File: config.mk
export PLATFORM = sky130hd
export DESIGN_NAME = hc595_receiver_flat
export DESIGN_NICKNAME = d
export VERILOG_FILES = /design/src/rtl/hc595_receiver_if.sv /design/src/rtl/hc595_receiver.sv /design/src/flat_wrapper.sv
export SDC_FILE = /design/constraint.sdc
export NUM_CORES = 1
export LEC_CHECK = 0
export CORE_UTILIZATION = 45
export CTS_BUF_LIST = sky130_fd_sc_hd__clkbuf_4 sky130_fd_sc_hd__clkbuf_8
export DETAILED_ROUTE_END_ITERATION = 10
export HOLD_SLACK_MARGIN = 0.12
export PLACE_DENSITY = 0.68
export SLEW_MARGIN = 20
export SYNTH_ARGS = -nofsm -noshare
export SYNTH_HDL_FRONTEND = slang
export SYNTH_SLANG_ARGS = --single-unit
File: constraint.sdc
create_clock -name clk -period 3.3 [get_ports clk]
set_input_delay 0.66 -clock clk [delete_from_list [all_inputs] [get_ports clk]]
set_output_delay 0.66 -clock clk [all_outputs]
set_load 0.05 [all_outputs]
File: src/rtl/hc595_receiver_if.sv
// Three-wire 74HC595 link plus the parallel result of the receiver.
// master drives the serial lines, slave rebuilds the word.
interface hc595_receiver_if #(
  parameter int DATA_WIDTH = 16
);
  logic                  sh_cp;
  logic                  st_cp;
  logic                  ds;
  logic [DATA_WIDTH-1:0] data_out;
  logic                  data_valid;
  logic                  frame_err;
  logic [7:0]            frame_cnt;

  modport master (
    output sh_cp, st_cp, ds,
    input  data_out, data_valid, frame_err, frame_cnt
  );

  modport slave (
    input  sh_cp, st_cp, ds,
    output data_out, data_valid, frame_err, frame_cnt
  );
endinterface

File: src/rtl/hc595_receiver.sv
// Rebuilds a DATA_WIDTH-bit 595 shift/storage chain from asynchronous sh_cp/st_cp/ds
// lines, reporting each latched word with a valid strobe and frame-length check.
module hc595_receiver #(
  parameter int DATA_WIDTH = 16
) (
  input  logic               clk,
  input  logic               reset,
  hc595_receiver_if.slave    bus
);

  localparam int CNT_W = $clog2(2 * DATA_WIDTH);
  localparam logic [CNT_W-1:0] CNT_FULL = CNT_W'(DATA_WIDTH);
  localparam logic [CNT_W-1:0] CNT_MAX  = CNT_W'(2 * DATA_WIDTH - 1);
  localparam logic [CNT_W-1:0] CNT_ONE  = CNT_W'(1);
  localparam int SH = 0;
  localparam int ST = 1;
  localparam int DS = 2;

  logic [2:0]            pins;
  logic [2:0]            s1_q, s1_d;
  logic [2:0]            s2_q, s2_d;
  logic [1:0]            fill_q, fill_d;
  logic [1:0]            prev_q, prev_d;
  logic [1:0]            armed_q, armed_d;
  logic [1:0]            rise;
  logic [DATA_WIDTH-1:0] shift_reg_q, shift_reg_d;
  logic [DATA_WIDTH-1:0] data_out_q, data_out_d;
  logic [CNT_W-1:0]      bit_cnt_q, bit_cnt_d;
  logic                  data_valid_q, data_valid_d;
  logic                  frame_err_q, frame_err_d;
  logic [7:0]            frame_cnt_q, frame_cnt_d;

  assign pins = {bus.ds, bus.st_cp, bus.sh_cp};

  // fill_q marks when s2 holds a genuinely sampled level rather than its reset 0,
  // so a line held high through reset release never looks like a low-to-high edge.
  always_comb begin
    s1_d   = pins;
    s2_d   = s1_q;
    fill_d = {fill_q[0], 1'b1};
  end

  for (genvar gi = 0; gi < 2; gi++) begin : g_edge
    assign prev_d[gi]  = s2_q[gi];
    assign armed_d[gi] = armed_q[gi] | (fill_q[1] & ~s2_q[gi]);
    assign rise[gi]    = s2_q[gi] & ~prev_q[gi] & armed_q[gi];
  end

  always_comb begin
    shift_reg_d  = shift_reg_q;
    bit_cnt_d    = bit_cnt_q;
    data_out_d   = data_out_q;
    data_valid_d = 1'b0;
    frame_err_d  = frame_err_q;
    frame_cnt_d  = frame_cnt_q;

    if (rise[SH]) begin
      shift_reg_d = {shift_reg_q[DATA_WIDTH-2:0], s2_q[DS]};
      if (bit_cnt_q != CNT_MAX) begin
        bit_cnt_d = bit_cnt_q + CNT_ONE;
      end
    end

    // Latch sees the pre-shift register and count; a coincident shift opens the next frame.
    if (rise[ST]) begin
      data_out_d   = shift_reg_q;
      data_valid_d = 1'b1;
      frame_err_d  = (bit_cnt_q != CNT_FULL);
      frame_cnt_d  = frame_cnt_q + 8'd1;
      bit_cnt_d    = rise[SH] ? CNT_ONE : '0;
    end
  end

  always_ff @(posedge clk or posedge reset) begin
    if (reset) begin
      s1_q         <= '0;
      s2_q         <= '0;
      fill_q       <= '0;
      prev_q       <= '0;
      armed_q      <= '0;
      shift_reg_q  <= '0;
      bit_cnt_q    <= '0;
      data_out_q   <= '0;
      data_valid_q <= 1'b0;
      frame_err_q  <= 1'b0;
      frame_cnt_q  <= '0;
    end else begin
      s1_q         <= s1_d;
      s2_q         <= s2_d;
      fill_q       <= fill_d;
      prev_q       <= prev_d;
      armed_q      <= armed_d;
      shift_reg_q  <= shift_reg_d;
      bit_cnt_q    <= bit_cnt_d;
      data_out_q   <= data_out_d;
      data_valid_q <= data_valid_d;
      frame_err_q  <= frame_err_d;
      frame_cnt_q  <= frame_cnt_d;
    end
  end

  assign bus.data_out   = data_out_q;
  assign bus.data_valid = data_valid_q;
  assign bus.frame_err  = frame_err_q;
  assign bus.frame_cnt  = frame_cnt_q;

endmodule

File: src/flat_wrapper.sv
// flat-port wrapper written by rule: the top's interface ports become plain ports
module hc595_receiver_flat 
#(
  parameter int DATA_WIDTH = 16
)
  (clk, reset, bus_sh_cp, bus_st_cp, bus_ds, bus_data_out, bus_data_valid, bus_frame_err, bus_frame_cnt);
  hc595_receiver_if #(.DATA_WIDTH(DATA_WIDTH)) bus_i ();
  input  logic clk;
  input  logic reset;
  input wire logic [$bits(bus_i.sh_cp)-1:0] bus_sh_cp;
  input wire logic [$bits(bus_i.st_cp)-1:0] bus_st_cp;
  input wire logic [$bits(bus_i.ds)-1:0] bus_ds;
  output wire logic [$bits(bus_i.data_out)-1:0] bus_data_out;
  output wire logic [$bits(bus_i.data_valid)-1:0] bus_data_valid;
  output wire logic [$bits(bus_i.frame_err)-1:0] bus_frame_err;
  output wire logic [$bits(bus_i.frame_cnt)-1:0] bus_frame_cnt;
  assign bus_i.sh_cp = bus_sh_cp;
  assign bus_i.st_cp = bus_st_cp;
  assign bus_i.ds = bus_ds;
  assign bus_data_out = bus_i.data_out;
  assign bus_data_valid = bus_i.data_valid;
  assign bus_frame_err = bus_i.frame_err;
  assign bus_frame_cnt = bus_i.frame_cnt;
  hc595_receiver #(.DATA_WIDTH(DATA_WIDTH)) u_core (.clk(clk), .reset(reset), .bus(bus_i));
endmodule
==> Word-level counts from Yosys, hierarchy flattened <==
Index checks and enable logic that the tools add are counted.
{ "classes": {"reduce_logical": 3, "muxes": 5, "bitwise_logic": 12, "add_sub_neg": 2, "eq_ne": 2} }
{ "op_table": {"columns": ["op", "count"], "rows": [
  ["5-bit 2-to-1 mux", 3],
  ["5-bit != test (second input constant)", 2],
  ["8-bit by 1-bit adder with 8-bit output (second input constant)", 1],
  ["1-bit bitwise AND", 6],
  ["5-bit by 1-bit adder with 5-bit output (second input constant)", 1],
  ["1-bit NOT", 4],
  ["2-bit nonzero test", 2],
  ["1-bit 2-to-1 mux", 2],
  ["1-bit OR", 2],
  ["2-bit AND reduction", 1]
]} }
{ "word_totals": {"out_inout_bits": 26, "word_cells": 35, "ff_bits": 59, "in_bits": 5} }

==> Longest topological paths before layout <==
Gate-level depths: netlist (run 1).
{ "depth": {"word_depth": 5, "depth_mapped": 6} }

==> Least setup slack after synthesis (run 1) <==
Ideal clock, no wire load.
{ "synth_timing": {"kind": "register -> register", "startpoint": "register u_core.bit_cnt_q[0]", "endpoint": "register u_core.bit_cnt_q[3]", "period_less_slack_ns": 1.845, "setup_ns": 0.066, "setup_slack_ns": 1.455, "stages_incl_launch_ff": 7, "path_buffers": 0, "arrival_ns": 1.779, "cell_sequence": "dfrtp_1 > ha_1 > and3_1 > ha_1 > nand4bb_2 > or4_1 > nand2_1"} }
{ "synth_between": {"elab_chain_len": 4} }
{ "synth_lines": {"columns": ["element", "line_no", "source"], "rows": [
  ["from (decl)", "hc595_receiver.sv:28", "logic [CNT_W-1:0] bit_cnt_q, bit_cnt_d;"],
  ["from (signal assigned)", "hc595_receiver.sv:94", "bit_cnt_q <= bit_cnt_d;"],
  ["5-bit by 1-bit adder with 5-bit output", "hc595_receiver.sv:60", "bit_cnt_d = bit_cnt_q + CNT_ONE;"],
  ["5-bit 2-to-1 mux", "hc595_receiver.sv:59", "if (bit_cnt_q != CNT_MAX) begin"],
  ["5-bit 2-to-1 mux", "hc595_receiver.sv:57", "if (rise[SH]) begin"],
  ["5-bit 2-to-1 mux", "hc595_receiver.sv:65", "if (rise[ST]) begin"]
]} }
Parallel ways exist; a longest one is shown, timed or not. The select of a mux whose other input is x is not followed.
A chain may end at the register's enable or synchronous reset.

==> Worst setup path after layout (run 1) <==
{ "layout_timing": {"startpoint": "register u_core.frame_cnt_q[3], in the netlist u_core.bus.frame_cnt[3]", "endpoint": "output bus_frame_cnt[3]"} }
{ "layout_rtl": {"columns": ["element", "line_no", "source"], "rows": [
  ["from (decl)", "hc595_receiver.sv:31", "logic [7:0] frame_cnt_q, frame_cnt_d;"],
  ["from (signal assigned)", "hc595_receiver.sv:98", "frame_cnt_q <= frame_cnt_d;"],
  ["to (decl)", "flat_wrapper.sv:16", "output wire logic [$bits(bus_i.frame_cnt)-1:0] bus_frame_cnt;"]
]} }
No word-level cell between the ends.

==> impl_metrics.tcl, run 1 <==
set metrics [dict create \
    status "complete, no violations" \
    routed_wl_mm 3.48 \
    port_buffers 30 \
    skew_ns 0.00770 \
    die_w_um 72.5 \
    holdCritPathClass "reg -> reg" \
    die_area_mm2 0.00525 \
    ctsRootBufferMaster "clkbuf_8" \
    cts_tree "built" \
    setup-violations-final 0 \
    switching_power_mw 0.856 \
    fin_crit_sh 0.679 \
    start_kind "register" \
    period_needed_ns 2.24 \
    synth_top_family_by_area "simple AND/OR/NAND/NOR gates" \
    crit_family "buffers and inverters" \
    p_leak_nw 1.38 \
    synth_cell_type_count 25 \
    timing.fmax_mhz 446 \
    hold_slack_ns 0.346 \
    place_congestion 0.783 \
    synthesis.instances 187 \
    hpwl_mm 2.24 \
    io_pins 31 \
    avgSynthCellArea_um2 11.9 \
    max_stage_delay_ns 0.83 \
    final_hold_viol_count 0 \
    postCtsSetupBuffers 0 \
    p_int_mw 1.62 \
    num_rows 25 \
    start_util 0.470 \
    cellPowerDensity_mw_per_mm2 873 \
    cpMaxStageDelayCell "clkdlybuf4s50_1" \
    grt_pass1_vias 1370 \
    maxCapViolCount 0 \
    combPwrFrac 0.303 \
    synth_compound_area_frac 0.0235 \
    synth_xor_area_frac 0.0274 \
    synth_area_mm2 0.00223 \
    cp_num_buf_inv 1 \
    track_usage 0.158 \
    yosysWarnings 0 \
    antenna_cells 0 \
    critPathKind "reg -> out" \
    rsz0062_at_grt "no" \
    fin_tns_setup_ns 0 \
    floorplan.die.height_um 72.5 \
    via_per_inst 4.72 \
    p_clk_frac 0.277 \
    cts_sinks 59 \
    critPathArrivalTime_ns 1.58 \
    grt_max_degree 32 \
    vias 1402 \
    power.share.switching 0.346 \
    r2r_cells 6 \
    grt-ovfl-total 0 \
    layout_common_cells "59 x nand2_1, 59 x dfrtp_1, 30 x clkdlybuf4s50_1" \
    layout.nets 235 \
    slew_headroom 0.588 \
    seq_power_share 0.419 \
    seq_area_mm2 0.00148 \
    ant_nets 0 \
    synthSimpleGateAreaFrac 0.162 \
    holdBufCountCts 0 \
    cp.depth 1 \
    drv_slew 0 \
    multi_input_area_um2 709 \
    insertion_delay_ns 0.33 \
    worst_pin_slew_ns 0.617 \
    area_growth_pct 26.9 \
    crit_required_ns 2.64 \
    synth-seq-cells 59 \
    htreeDepth 3 \
    drc 0 \
    dr.pass1.iters 5 \
    grt_antenna_before_repair 0 \
    peakVddDrop_mv 0.413 \
    drt_iter0_markers 61 \
    final_layout_size_suffix_gt1_frac 0.170 \
    crit_chain "clkdlybuf4s50_1" \
    clk_pin_slew_ns 0.06 \
    post_cts_resized 0 \
    clockBufferDepth 2 \
    crit_path_end_kind "primary output" \
    route.detailed.wl_per_inst_um 11.7 \
    holdPathStages 0 \
    synthAdderAreaFrac 0.0224 \
    syn_nets 196 \
    yosysSeqAreaShare 0.661 \
    synthMuxAreaShare 0.0806 \
    fill_cells 409 \
    core_mm2 0.00475 \
    critPathMaxFanout 6 \
    grt_pass1_wl_mm 6.01 \
    cts_buffers 9 \
]
==> sequential cells by signal, indices dropped and copies added, names as in the netlist, 2 cells and up <==
register and cells:
u_core.fill_q 2, u_core.bus.data_out 16, u_core.armed_q 2, u_core.bus.frame_cnt 8, u_core.s2_q 3, u_core.bit_cnt_q 5, u_core.shift_reg_q 16, u_core.s1_q 3
u_core.prev_q 2
==> synthesized netlist by cell type <==
cell | count | share of area
clkbuf_1 | 2 | 0.0034
inv_1 | 6 | 0.010
nand2_1 | 59 | 0.099
nor4bb_1 | 2 | 0.0090
dfrtp_1 | 59 | 0.66
and3_1 | 2 | 0.0056
or3_1 | 1 | 0.0028
nand3_1 | 3 | 0.0067
nor2_1 | 3 | 0.0050
a21o_1 | 2 | 0.0067
nand4bb_2 | 1 | 0.0073
nand3b_2 | 2 | 0.010
conb_1 | 1 | 0.0017
nand4_1 | 3 | 0.0084
a21oi_1 | 3 | 0.0067
or4_1 | 1 | 0.0034
ha_1 | 4 | 0.022
xnor2_1 | 4 | 0.016
nor3_1 | 2 | 0.0045
mux2_2 | 16 | 0.081
buf_2 | 3 | 0.0067
o211ai_1 | 1 | 0.0034
o21ai_0 | 3 | 0.0067
xor2_1 | 3 | 0.012
inv_2 | 1 | 0.0017
==> power groups by stage <==
stage | Clock [mW] | Combinational (mW) | Sequential, mW
3_3_place_gp | 0 | 0.750 | 1.04
2_1_floorplan | 0 | 0.199 | 1.36
4_1_cts | 0.710 | 0.760 | 1.04
3_5_place_dp | 0 | 0.757 | 1.05
5_1_grt | 0.741 | 0.798 | 1.07
6_report | 0.687 | 0.750 | 1.04
==> area by class of cell <==
cell class	count	share of cell area
well taps	67	0.0296
multi-input cells	116	0.250
inverters	7	0.00927
clock buffers	14	0.0658
flip-flops and latches	59	0.521
clock inverters	1	0.0106
repair buffers	33	0.114
==> per-stage QoR <==
step,area [um^2],utilization,power [mW],cells,setup slack (ns)
2_1_floorplan,2230,-,1.55,187,1.18
3_3_place_gp,2620,0.551,1.79,282,1.40
3_5_place_dp,2620,0.551,1.81,282,1.34
4_1_cts,2840,0.596,2.51,297,1.03
5_1_grt,2840,0.596,2.61,297,0.978
6_report,2840,0.596,2.48,297,1.06
==> path summary, 6_finish.rpt <==
kind                                          from                     end  slack [ns]
hold reg to reg                     u_core.s1_q[2]          u_core.s2_q[2]        0.35
setup / recovery           u_core.bus.frame_cnt[3]        bus_frame_cnt[3]        1.06
max in group asynchronous                    reset  u_core.shift_reg_q[10]        1.93
setup reg to reg               u_core.bit_cnt_q[0]     u_core.bit_cnt_q[3]        1.31
hold / removal                      u_core.s1_q[2]          u_core.s2_q[2]        0.35
min in group asynchronous                    reset  u_core.bus.data_out[3]        0.72
==> logic make-up (layout without fill, tap and decap cells) <==
family / Yosys count / count (layout)
AO/OA/AOI/OAI: 9 / 9
XOR/XNOR: 7 / 7
adder cells (fa/ha/maj): 4 / 4
buffers and inverters: 12 / 55
flip-flops: 59 / 59
multiplexers: 16 / 16
other: 1 / 1
AND/OR/NAND/NOR: 79 / 79
==> per-layer routing <==
layer / vias up / wire length (um) / global-route usage
met5: - / 0 / 0
met4: 0 / 91 / 0.100
met3: 11 / 158 / 0.0625
met2: 34 / 1540 / 0.236
met1: 673 / 1690 / 0.191
li1: 684 / - / -
No activity file was read; power rests on OpenSTA's default activity.
==> inputs of run 2 (changes only) <==
- clock period: 3.3 -> 2.3 ns (I/O delays scaled with it)
==> impl_metrics.tcl, run 2 (same netlist as run 1, synthesis figures left out) <==
set metrics [dict create \
    route.detailed.wl_per_inst_um 11.5 \
    skew_ns 0.00474 \
    final_layout_size_suffix_gt1_frac 0.162 \
    hpwl_mm 2.09 \
    critPathArrivalTime_ns 1.57 \
    cellPowerDensity_mw_per_mm2 1200 \
    maxCapViolCount 0 \
    ant_nets 0 \
    critPathKind "reg -> out" \
    cpMaxStageDelayCell "clkdlybuf4s50_1" \
    place_congestion 0.806 \
    power_mw 3.34 \
    dp_slack_ns 0.351 \
    holdBufCountCts 0 \
    ctsRootBufferMaster "clkbuf_8" \
    core_mm2 0.00475 \
    num_rows 25 \
    grt_max_degree 40 \
    fill_cells 416 \
    routed_wl_mm 3.38 \
    rsz0062_at_grt "no" \
    critPathMaxFanout 6 \
    drt_iter0_markers 37 \
    grt_pass1_wl_mm 5.95 \
    setup_ws_ns 0.267 \
    fin_tns_setup_ns 0 \
    post_dp_cell_area_mm2 0.00262 \
    clk_pin_slew_ns 0.06 \
    hold_slack_ns 0.345 \
    vias 1377 \
    port_buffers 30 \
    timing.fmax_mhz 492 \
    grt-ovfl-total 0 \
    cts_buffers 9 \
    final_cell_area_mm2 0.00279 \
    stdcell_count 295 \
    status "complete, no violations" \
    postCtsSetupBuffers 0 \
    dp.cells 281 \
    crit_family "buffers and inverters" \
    grt_pass1_vias 1301 \
    drc 0 \
    setup-violations-final 0 \
    period_needed_ns 2.03 \
    insertion_delay_ns 0.32 \
    start_kind "register" \
    track_usage 0.156 \
    final_hold_viol_count 0 \
    clockBufferDepth 2 \
    final_util 0.586 \
    peakVddDrop_mv 0.575 \
    htreeDepth 3 \
    crit_chain "clkdlybuf4s50_1" \
    max_stage_delay_ns 0.83 \
    grt_antenna_before_repair 0 \
    die_w_um 72.5 \
    layout.nets 234 \
    p_leak_nw 1.35 \
    fin_crit_sh 0.884 \
    start_util 0.470 \
    layout_common_cells "59 x nand2_1, 59 x dfrtp_1, 30 x clkdlybuf4s50_1" \
    io_pins 31 \
    cp_num_buf_inv 1 \
    antenna_cells 0 \
    holdCritPathClass "reg -> reg" \
    cts_tree "built" \
    post_cts_resized 0 \
    cts_sinks 59 \
    dr.pass1.iters 4 \
    area_growth_pct 24.6 \
    die_area_mm2 0.00525 \
    via_per_inst 4.67 \
    floorplan.die.height_um 72.5 \
    crit_path_end_kind "primary output" \
    drv_slew 0 \
    crit_required_ns 1.84 \
]
-- run 2: changes by cell type in the layout (fill, tap and decap cells not counted), sizes merged --
| cell | before | now |
|---|---|---|
| buf | 3 | 2 |
| bufinv | 1 | 0 |
-- run 2: cell type report --
type,count,area (um^2),area share
clock buffer,14,161,0.0580
inverter,7,26.3,0.00943
multi-input combinational,116,709,0.255
sequential,59,1480,0.530
tap,67,83.8,0.0301
timing repair buffer,32,328,0.118
-- run 2: where the power goes --
group | internal (mW) | switching [mW] | leakage [nW] | total (mW)
logic | 0.400 | 0.677 | 0.523 | 1.08
registers | 1.30 | 0.185 | 0.740 | 1.49
clock network | 0.440 | 0.341 | 0.0877 | 0.781
-- run 2: worst paths after layout --
check / to / slack [ns] / cells past startpoint / startpoint
min in group asynchronous: u_core.bus.data_out[2] / 0.47 / 2 / reset
worst min register to register: u_core.fill_q[1] / 0.34 / 0 / u_core.fill_q[0]
worst max register to register: u_core.bit_cnt_q[3] / 0.34 / 6 / u_core.bit_cnt_q[0]
worst min-delay path: u_core.fill_q[1] / 0.34 / 0 / u_core.fill_q[0]
max in group asynchronous: u_core.bus.data_out[1] / 1.27 / 3 / reset
worst max-delay path: bus_frame_cnt[3] / 0.27 / 1 / u_core.bus.frame_cnt[3]
-- run 2: per-layer routing --
layer,track usage,routed length [um],vias up
met4,0.0784,53,0
met3,0.0708,182,7
met2,0.225,1510,32
li1,-,-,690
met5,0,0,-
met1,0.199,1630,648
